--- src/rtl/mult_pkg.sv ---
// -----------------------------------------------------------------------------
// mult_pkg
// Shared definitions for the radix-4 Booth / Wallace-tree multiplier:
//   - Booth select-vector bit positions (neg, one, two)
//   - npp(width): number of Booth digits / partial-product rows
//   - pw(width):  product width
//   - booth_sel(win): maps a 3-bit Booth window to its select vector
// -----------------------------------------------------------------------------
package mult_pkg;

   // Bit positions inside the 3-bit Booth select vector
   localparam int BOOTH_NEG = 2;
   localparam int BOOTH_ONE = 1;
   localparam int BOOTH_TWO = 0;

   function automatic int npp(input int width);
      return width / 2 + 1;
   endfunction

   function automatic int pw(input int width);
      return 2 * width;
   endfunction

   // Window {b[2i+1], b[2i], b[2i-1]} -> digit in {-2,-1,0,+1,+2}.
   // 111 is -0 and is encoded as plain zero so no negation is applied.
   function automatic logic [2:0] booth_sel(input logic [2:0] win);
      logic [2:0] sel;
      sel            = '0;
      sel[BOOTH_NEG] = win[2] & ~(win[1] & win[0]);
      sel[BOOTH_ONE] = win[1] ^ win[0];
      sel[BOOTH_TWO] = (win[2] & ~win[1] & ~win[0]) | (~win[2] & win[1] & win[0]);
      return sel;
   endfunction

endpackage

--- src/rtl/booth4_pp_row.sv ---
// -----------------------------------------------------------------------------
// booth4_pp_row
// One radix-4 Booth partial-product row (unshifted).
// Ports:
//   win   in  3         Booth window {b[2i+1], b[2i], b[2i-1]}
//   a_ext in  WIDTH+2   multiplicand, already sign/zero extended
//   row   out 2*WIDTH   digit * a_ext, sign-extended to product width
// -----------------------------------------------------------------------------
module booth4_pp_row
   import mult_pkg::*;
#(
   parameter int WIDTH = 16
) (
   input  logic [2:0]         win,
   input  logic [WIDTH+1:0]   a_ext,
   output logic [2*WIDTH-1:0] row
);

   // One extra bit over a_ext holds 2*a without overflow
   localparam int RW = WIDTH + 3;

   logic [2:0]    sel;
   logic [RW-1:0] mag;
   logic [RW-1:0] val;

   always_comb begin
      sel = booth_sel(win);
      mag = '0;
      if (sel[BOOTH_ONE])      mag = {a_ext[WIDTH+1], a_ext};
      else if (sel[BOOTH_TWO]) mag = {a_ext, 1'b0};
      val = sel[BOOTH_NEG] ? (~mag + 1'b1) : mag;
      row = {{(2*WIDTH-RW){val[RW-1]}}, val};
   end

endmodule

--- src/rtl/booth4_wallace_mult_pipe.sv ---
// -----------------------------------------------------------------------------
// booth4_wallace_mult_pipe
// Streaming 3-stage radix-4 Booth / Wallace-tree multiplier, signed or
// unsigned per transaction, valid/ready with full backpressure.
//   S1: operand extension, Booth recoding, NPP partial-product rows
//   S2: 3:2 carry-save reduction to sum/carry vectors
//   S3: carry-propagate add -> out_p
// Ports:
//   sys_clk, sys_rst_n         clock, async active-low reset
//   in_valid/in_ready          operand handshake (in_ready = global enable)
//   in_a, in_b [WIDTH-1:0]     multiplicand, multiplier (Booth-encoded)
//   in_signed                  1 = two's complement operands
//   in_acc                     (MULT_ACC_EN only) add product to accumulator
//   out_valid/out_ready        result handshake
//   out_p [PW-1:0]             product (holds when out_valid = 0)
// Optional feature macro: MULT_ACC_EN (adds in_acc and a PW-bit accumulator).
// -----------------------------------------------------------------------------
module booth4_wallace_mult_pipe
   import mult_pkg::*;
#(
   parameter  int WIDTH = 16,
   localparam int PW    = pw(WIDTH)
) (
   input  logic             sys_clk,
   input  logic             sys_rst_n,
   input  logic             in_valid,
   output logic             in_ready,
   input  logic [WIDTH-1:0] in_a,
   input  logic [WIDTH-1:0] in_b,
   input  logic             in_signed,
`ifdef MULT_ACC_EN
   input  logic             in_acc,
`endif
   output logic             out_valid,
   input  logic             out_ready,
   output logic [PW-1:0]    out_p
);

   localparam int NPP = npp(WIDTH);
   localparam int XW  = WIDTH + 2;

   logic                    en;
   logic [3:1]              vld_q, vld_d;
   logic [XW-1:0]           a_ext, b_ext;
   logic [XW:0]             b_win;
   logic [NPP-1:0][PW-1:0]  pp_raw, pp_shift;
   logic [NPP-1:0][PW-1:0]  pp_q, pp_d;
   logic [PW-1:0]           csa_sum, csa_carry;
   logic [PW-1:0]           sum_q, sum_d, carry_q, carry_d;
   logic [PW-1:0]           prod;
   logic [PW-1:0]           out_q, out_d;
`ifdef MULT_ACC_EN
   logic                    acc1_q, acc1_d, acc2_q, acc2_d;
   logic [PW-1:0]           acc_q, acc_d;
`endif

   // ---------------- S1: extension + Booth rows ----------------
   always_comb begin
      a_ext = in_signed ? {{2{in_a[WIDTH-1]}}, in_a} : {2'b00, in_a};
      b_ext = in_signed ? {{2{in_b[WIDTH-1]}}, in_b} : {2'b00, in_b};
      // implicit b[-1] = 0 below the LSB
      b_win = {b_ext, 1'b0};
   end

   for (genvar i = 0; i < NPP; i++) begin : g_row
      booth4_pp_row #(.WIDTH(WIDTH)) u_row (
         .win   (b_win[2*i+2:2*i]),
         .a_ext (a_ext),
         .row   (pp_raw[i])
      );
      assign pp_shift[i] = pp_raw[i] << (2*i);
   end

   // ---------------- S2: Wallace reduction ----------------
   // Each level groups live rows in threes through 3:2 CSAs; leftovers pass
   // through. Row count shrinks ~2/3 per level until two rows remain. Reading
   // the three inputs before writing makes the in-place compaction safe
   // because the write index never runs ahead of the read index.
   logic [PW-1:0] rows [NPP];

   always_comb begin
      int n;
      int m;
      logic [PW-1:0] x, y, z;
      for (int i = 0; i < NPP; i++) rows[i] = pp_q[i];
      n = NPP;
      x = '0;
      y = '0;
      z = '0;
      for (int lvl = 0; lvl < NPP; lvl++) begin
         if (n > 2) begin
            m = 0;
            for (int k = 0; k < NPP; k += 3) begin
               if (k + 2 < n) begin
                  x           = rows[k];
                  y           = rows[k+1];
                  z           = rows[k+2];
                  rows[m]     = x ^ y ^ z;
                  rows[m+1]   = ((x & y) | (x & z) | (y & z)) << 1;
                  m           = m + 2;
               end else begin
                  if (k < n) begin
                     rows[m] = rows[k];
                     m       = m + 1;
                  end
                  if (k + 1 < n) begin
                     rows[m] = rows[k+1];
                     m       = m + 1;
                  end
               end
            end
            n = m;
         end
      end
      csa_sum   = rows[0];
      csa_carry = rows[1];
   end

   // ---------------- next-state / S3 ----------------
   always_comb begin
      en      = !(vld_q[3] && !out_ready);
      prod    = sum_q + carry_q;
      vld_d   = vld_q;
      pp_d    = pp_q;
      sum_d   = sum_q;
      carry_d = carry_q;
      out_d   = out_q;
`ifdef MULT_ACC_EN
      acc1_d  = acc1_q;
      acc2_d  = acc2_q;
      acc_d   = acc_q;
`endif
      if (en) begin
         vld_d = {vld_q[2:1], in_valid};
         if (in_valid) begin
            pp_d = pp_shift;
`ifdef MULT_ACC_EN
            acc1_d = in_acc;
`endif
         end
         if (vld_q[1]) begin
            sum_d   = csa_sum;
            carry_d = csa_carry;
`ifdef MULT_ACC_EN
            acc2_d  = acc1_q;
`endif
         end
         if (vld_q[2]) begin
`ifdef MULT_ACC_EN
            out_d = acc2_q ? (acc_q + prod) : prod;
            acc_d = out_d;
`else
            out_d = prod;
`endif
         end
      end
   end

   always_ff @(posedge sys_clk or negedge sys_rst_n) begin
      if (!sys_rst_n) begin
         vld_q   <= '0;
         pp_q    <= '0;
         sum_q   <= '0;
         carry_q <= '0;
         out_q   <= '0;
`ifdef MULT_ACC_EN
         acc1_q  <= 1'b0;
         acc2_q  <= 1'b0;
         acc_q   <= '0;
`endif
      end else begin
         vld_q   <= vld_d;
         pp_q    <= pp_d;
         sum_q   <= sum_d;
         carry_q <= carry_d;
         out_q   <= out_d;
`ifdef MULT_ACC_EN
         acc1_q  <= acc1_d;
         acc2_q  <= acc2_d;
         acc_q   <= acc_d;
`endif
      end
   end

   assign in_ready  = en;
   assign out_valid = vld_q[3];
   assign out_p     = out_q;

endmodule

--- config.mk ---
export PLATFORM = sky130hd
export DESIGN_NAME = booth4_wallace_mult_pipe
export DESIGN_NICKNAME = d
export VERILOG_FILES = /design/src/rtl/mult_pkg.sv /design/src/rtl/booth4_pp_row.sv /design/src/rtl/booth4_wallace_mult_pipe.sv
export SDC_FILE = /design/constraint.sdc
export NUM_CORES = 1
export LEC_CHECK = 0
export BUFFER_PORTS_ARGS = -buffer_cell sky130_fd_sc_hd__buf_2
export CORE_MARGIN = 4
export CORE_UTILIZATION = 35
export DETAILED_ROUTE_END_ITERATION = 10
export GPL_ROUTABILITY_DRIVEN = 0
export HOLD_SLACK_MARGIN = 0.06
export PLACE_DENSITY = 0.51
export SYNTH_ARGS = -nofsm -noshare
export SYNTH_HDL_FRONTEND = slang
export SYNTH_SLANG_ARGS = --single-unit
--- constraint.sdc ---
create_clock -name sys_clk -period 4 [get_ports sys_clk]
set_clock_uncertainty 0.05 [all_clocks]
set_input_delay 0 -clock sys_clk [delete_from_list [all_inputs] [get_ports sys_clk]]
set_output_delay 0 -clock sys_clk [all_outputs]
set_load 0.02 [all_outputs]
# Word-level counts from Yosys, hierarchy flattened
# Index checks and enable logic that the tools add are counted.
[word_totals] reg_bits=265 elab_cells=208 output_inout_bits=34
[classes] addsub=10 n_reduce_logical=6 n_mux=29 bitwise_logic=150
[op_table] cell="$and A31 B31 Y31" count=21
[op_table] cell="$xor A32 B32 Y32" count=14
[op_table] cell="$or A31 B31 Y31" count=14
[op_table] cell="$mux W19" count=21
[op_table] cell="$add A19 B1 Y19 const B" count=7
[op_table] cell="$not A19 Y19" count=7
[op_table] cell="$mux W18" count=5
[op_table] cell="$and A1 B1 Y1" count=49
[op_table] cell="$mux W16" count=3
[op_table] cell="$add A32 B32 Y32" count=1
[op_table] cell="$not A1 Y1" count=27
[op_table] cell="$add A18 B1 Y18 const B" count=1
[op_table] cell="$not A18 Y18" count=1
[op_table] cell="$add A16 B1 Y16 const B" count=1
[op_table] cell="$not A16 Y16" count=1
[op_table] cell="$or A1 B1 Y1" count=8
[op_table] cell="$xor A1 B1 Y1" count=8
[op_table] cell="$reduce_and A2 Y1" count=3
[op_table] cell="$logic_not A1 Y1" count=2
[op_table] cell="$logic_and A1 B1 Y1" count=1

# Depth between registers and ports, before layout
[depth] depth_word=12 ltp_mapped=13 depth_no_buf=10

# By module
# A second synthesis with hierarchy kept.
[unflattened] cells_unflattened=2807 area_unflattened_um2=26753.2
[by_module_without_submodules] module="booth4_wallace_mult_pipe" n_inst=1 cells_each=1259 seq_area_each_um2=7732.4 area_per_inst_um2=16866.2
[by_module_without_submodules] module="booth4_pp_row" n_inst=9 cells_each=172 seq_area_each_um2=0.0 area_per_inst_um2=1098.6

# Worst setup path before layout
# Ideal clock, no wire load.
[synth_timing] kind="reg-to-reg" from="register, netlist name pp_q[18]" to="register sum_q[22]" path_stages_with_launch=8 path_slack_ps=629 path_buffers=0 t_required_ps=3825 arrival_time_ps=3196 path_cell_list="dfrtp_1 fa_1 inv_1 fa_1 fa_1 inv_1 fa_1 mux2_2"
[synth_via] elab_chain_cells=11 word_cells_on_any_way=22
[synth_rtl] item="$and A31 B31 Y31" line_no="booth4_wallace_mult_pipe.sv:99" text="rows[m+1] = ((x & y) | (x & z) | (y & z)) << 1;"
[synth_rtl] item="$or A31 B31 Y31 (2 in series)" line_no="booth4_wallace_mult_pipe.sv:99"
[synth_rtl] item="$and A31 B31 Y31" line_no="booth4_wallace_mult_pipe.sv:99"
[synth_rtl] item="$or A31 B31 Y31 (2 in series)" line_no="booth4_wallace_mult_pipe.sv:99"
[synth_rtl] item="$and A31 B31 Y31" line_no="booth4_wallace_mult_pipe.sv:99"
[synth_rtl] item="$or A31 B31 Y31 (2 in series)" line_no="booth4_wallace_mult_pipe.sv:99"
[synth_rtl] item="$xor A32 B32 Y32 * (2 in series)" line_no="booth4_wallace_mult_pipe.sv:98" text="rows[m] = x ^ y ^ z;"
[synth_rtl] item="net csa_sum[22]" line_no="booth4_wallace_mult_pipe.sv:48" text="logic [PW-1:0] csa_sum, csa_carry;"
[synth_rtl] item="to (signal assigned)" line_no="booth4_wallace_mult_pipe.sv:174" text="sum_q <= sum_d;"
[synth_rtl] item="to (decl)" line_no="booth4_wallace_mult_pipe.sv:49" text="logic [PW-1:0] sum_q, sum_d, carry_q, carry_d;"
# The timed path passes the listed nets; every way through them passes the cells marked *.
# A chain may end at the register's enable or synchronous reset.

# Worst setup path in the final report
[layout_timing] from="register, netlist name pp_q[18]" to="register sum_q[22]"
[layout_via] elab_chain_cells=11 word_cells_on_any_way=22
[layout_rtl] item="$and A31 B31 Y31" line_no="booth4_wallace_mult_pipe.sv:99"
[layout_rtl] item="$or A31 B31 Y31 (2 in series)" line_no="booth4_wallace_mult_pipe.sv:99"
[layout_rtl] item="$and A31 B31 Y31" line_no="booth4_wallace_mult_pipe.sv:99"
[layout_rtl] item="$or A31 B31 Y31 (2 in series)" line_no="booth4_wallace_mult_pipe.sv:99"
[layout_rtl] item="$and A31 B31 Y31" line_no="booth4_wallace_mult_pipe.sv:99"
[layout_rtl] item="$or A31 B31 Y31 (2 in series)" line_no="booth4_wallace_mult_pipe.sv:99"
[layout_rtl] item="$xor A32 B32 Y32 * (2 in series)" line_no="booth4_wallace_mult_pipe.sv:98"
[layout_rtl] item="net csa_sum[22]" line_no="booth4_wallace_mult_pipe.sv:48"
# Marks and branches as above.

==> metrics.md <==
| Metric | Value |
|---|---|
| Clock power share | `15.8%` |
| GR Util met2 | `31.3%` |
| Worst R2R Setup Slack | `0.50 ns` |
| PD cells | `798 nW/µm²` |
| Run status | `complete, no violations` |
| Post-synth cell types | `86` |
| Setup TNS Final | `0 ns` |
| IO Count | `71` |
| Post-synthesis sequential area ratio | `31.3%` |
| Seq pwr share | `23.5%` |
| Final Power | `0.0185 W` |
| DR WL/cell | `21.7 µm` |
| Setup CP Type | `reg2reg` |
| Switching Fraction | `45.1%` |
| Mapped Nets | `2595` |
| Residual DRC | `0` |
| Area delta synth->final | `11.5%` |
| Maximum vdd drop | `0.408 mV` |
| Final Cycle Share | `87.6%` |
| Commonest cells after routing, fill and taps aside | `nand2_1 (303), dfrtp_1 (260), o21ai_0 (209)` |
| Synth Instances | `2361` |
| Via count | `17493` |
| Vias in the first global route | `16780` |
| GRT met1 Usage | `32.2%` |
| Async SR Flop Fraction | `100%` |
| Core Rows | `89` |
| Logic pwr share | `60.6%` |
| Post-synth EDFFs | `0` |
| Critical Path Fanout Max | `7` |
| Reg clk slew, reported paths | `0.07 ns` |
| Core Area | `58900 µm²` |
| Top FF cell, synth | `dfrtp_1` |
| Worst Path Required | `4.42 ns` |
| Syn Area/Cell | `8.80 µm²` |
| First DRT Iteration DRCs | `1884` |
| Die ar. | `63300 µm²` |
| Net switching power figure | `0.00834 W` |
| Leak pwr | `10.2 nW` |
| Min Tclk post-route | `3.50 ns` |
| RSZ-0062 raised after global routing | `no` |
| Share of layout cells above drive strength 1 | `11.7%` |
| Hpwl dp | `51.3 mm` |
| R2r startpoint | `pp_q[18]$_DFFE_PN0P_` |
| Achievable frequency | `0.286 GHz` |
| Final WS setup | `0.498 ns` |
| Worst Setup EP | `sum_q[22]$_DFFE_PN0P_` |
| Worst R2R Path Depth | `7` |
| Die Height | `252 µm` |
| Iteration count of the initial detailed-routing pass | `5` |
| First-pass GRT wire length | `105 mm` |
| Worst setup SP type | `flip-flop` |
| Final max-slew violation count | `0` |
| Root Buffer | `clkbuf_16` |
| Skew-Pair Late Insertion Delay | `0.58 ns` |
| Slew @ Worst Pin | `1.18 ns` |
| Gr ovfl total | `0` |
| Flops & latches, synth | `260` |
| PortBufs | `70` |
| Inserted Diodes | `0` |
| CTS H-tree lvls | `1` |
| P_int | `0.0102 W` |
| Hold Vio Cnt, Final | `0` |
| CP startpoint | `pp_q[18]$_DFFE_PN0P_` |
| Post-Route WL | `68.7 mm` |
| Initial antenna violation count | `2` |
| Vias per cell | `5.53` |
| GRT Total Usage | `21.2%` |
| Yosys warns | `0` |
| MaxCap Viol Count | `0` |
| PostCTS Resize Cnt | `0` |
| Pre-CTS setup slack | `0.451 ns` |
| CTS tree | `yes` |
| Relative slew margins | `21.3%` |
| Grt met3 use | `3.54%` |
| Worst R2R End | `sum_q[22]$_DFFE_PN0P_` |
| CP Capture Type | `flip-flop` |
| GRT busiest layer | `met1` |
| Nets | `2598` |
| Largest net degree at the start of global routing | `115` |
| Critical Path AT | `3.92 ns` |
| Final setup violation count | `0` |
| Commonest non-fill, non-tap cell in the layout | `nand2_1` |
| Post-synth design cell area | `20800 µm²` |
| CTS Buf Count | `31` |
| Buffer depth of the longest clock path | `3` |
| # clock sinks | `260` |
| HP Class | `in2reg` |
| DIE WIDTH | `252 µm` |
| Routed Antenna Nets | `0` |
| Fillers | `5846` |
| Initial Utilization | `35.3%` |
per-layer routing:
layer / routed length [µm] / up-vias / share of wire (%)
li1: - / 8120 / -
met1: 32400 / 8575 / 47
met2: 29300 / 674 / 43
met3: 4960 / 122 / 7.2
met4: 2050 / 2 / 3.0
met5: 13 / - / 0.019
synthesized netlist by cell type (10+ instances only):
cell type	n	share of area (%)
nand2_1	306	5.5
dfrtp_1	260	31
o21ai_0	209	5.0
inv_1	166	3.0
nor2_1	163	2.9
clkbuf_1	135	2.4
fa_1	131	13
a21oi_1	105	2.5
xnor2_1	98	4.1
mux2_2	77	4.2
ha_1	66	4.0
xor2_1	62	2.6
a22oi_1	50	1.8
a31oi_1	41	1.2
nand3_1	39	0.94
buf_1	28	0.51
nor3_1	26	0.63
nor2b_1	25	0.75
o31ai_1	19	0.69
and2_1	18	0.54
nand2b_1	18	0.54
a211oi_1	17	0.61
a21boi_0	17	0.61
a221oi_1	17	0.72
a21o_1	16	0.58
buf_2	14	0.34
o21a_1	14	0.51
or3_1	14	0.42
o211ai_1	13	0.47
nor4_1	12	0.36
or2_2	12	0.36
and3_1	11	0.33
mux2i_1	10	0.48
nand4_1	10	0.30
worst min-delay path by stage:
stage | from | endpoint | slack, ns | cells after the start
floorplan | sys_rst_n | carry_q[10]$_DFFE_PN0P_ | -0.35 | 0
global placement | sys_rst_n | out_p[31]$_DFFE_PN0P_ | -0.14 | 1
detailed placement | sys_rst_n | out_p[27]$_DFFE_PN0P_ | -0.14 | 1
CTS | in_b[13] | pp_q[222]$_DFFE_PN0P_ | 0.07 | 4
global route | in_b[13] | pp_q[222]$_DFFE_PN0P_ | 0.11 | 4
finish | in_b[4] | pp_q[72]$_DFFE_PN0P_ | 0.09 | 4
power groups by stage:
stage	clock network, W	registers [W]	logic, W
finish	0.00293	0.00436	0.0112
global route	0.00311	0.00448	0.0132
CTS	0.00300	0.00436	0.0114
detailed placement	0	0.00441	0.0113
global placement	0	0.00438	0.0111
floorplan	0	0.00435	0.00819
state kept, by name (all words and copies together) (netlist names):
register	count
vld_q	3
out_p	32
carry_q	26
sum_q	32
pp_q	167
metrics by stage:
stage          util [%]  hold WS [ns]  instances  area (µm²)
2_1_floorplan         -        -0.346       2361       20800
4_1_cts            39.3        0.0716       3161       23200
6_report           39.3        0.0950       3161       23200
3_5_place_dp       37.0        -0.137       3070       21800
3_3_place_gp       37.0        -0.138       3070       21800
5_1_grt            39.3         0.107       3161       23200
area by class of cell:
type                       count  area, µm²  share of cell area (%)
clock buffer                  39        856                    3.69
clock inverter                18        186                   0.804
inverter                     170        638                    2.75
multi-input combinational   1753      13000                    55.9
sequential                   260       6510                    28.1
tap                          773        967                    4.17
timing repair buffer         148       1070                    4.60
timing repair:
action / 4_1_cts / 5_1_grt
endpoints found under the hold margin: 298 / 0
hold buffers: 34 / 0
buffers inserted: 0 / 0
cell families after synthesis:
family	count (synthesis)	share of synthesized area, %
flip-flops	260	31.3
XOR/XNOR	160	6.74
AO/OA/AOI/OAI	612	18.8
adder cells (fa/ha/maj)	197	16.6
AND/OR/NAND/NOR	697	15.5
multiplexers	87	4.65
buffers and inverters	348	6.41
critical path, cell delays in order (launching register included):
cell and delay, ns:
dfrtp_1 0.47, fa_1 0.90, inv_1 0.13, fa_1 0.52, fa_1 0.55, inv_1 0.06, fa_1 0.45, mux2_2 0.26
(Power assumes the default switching activity.)
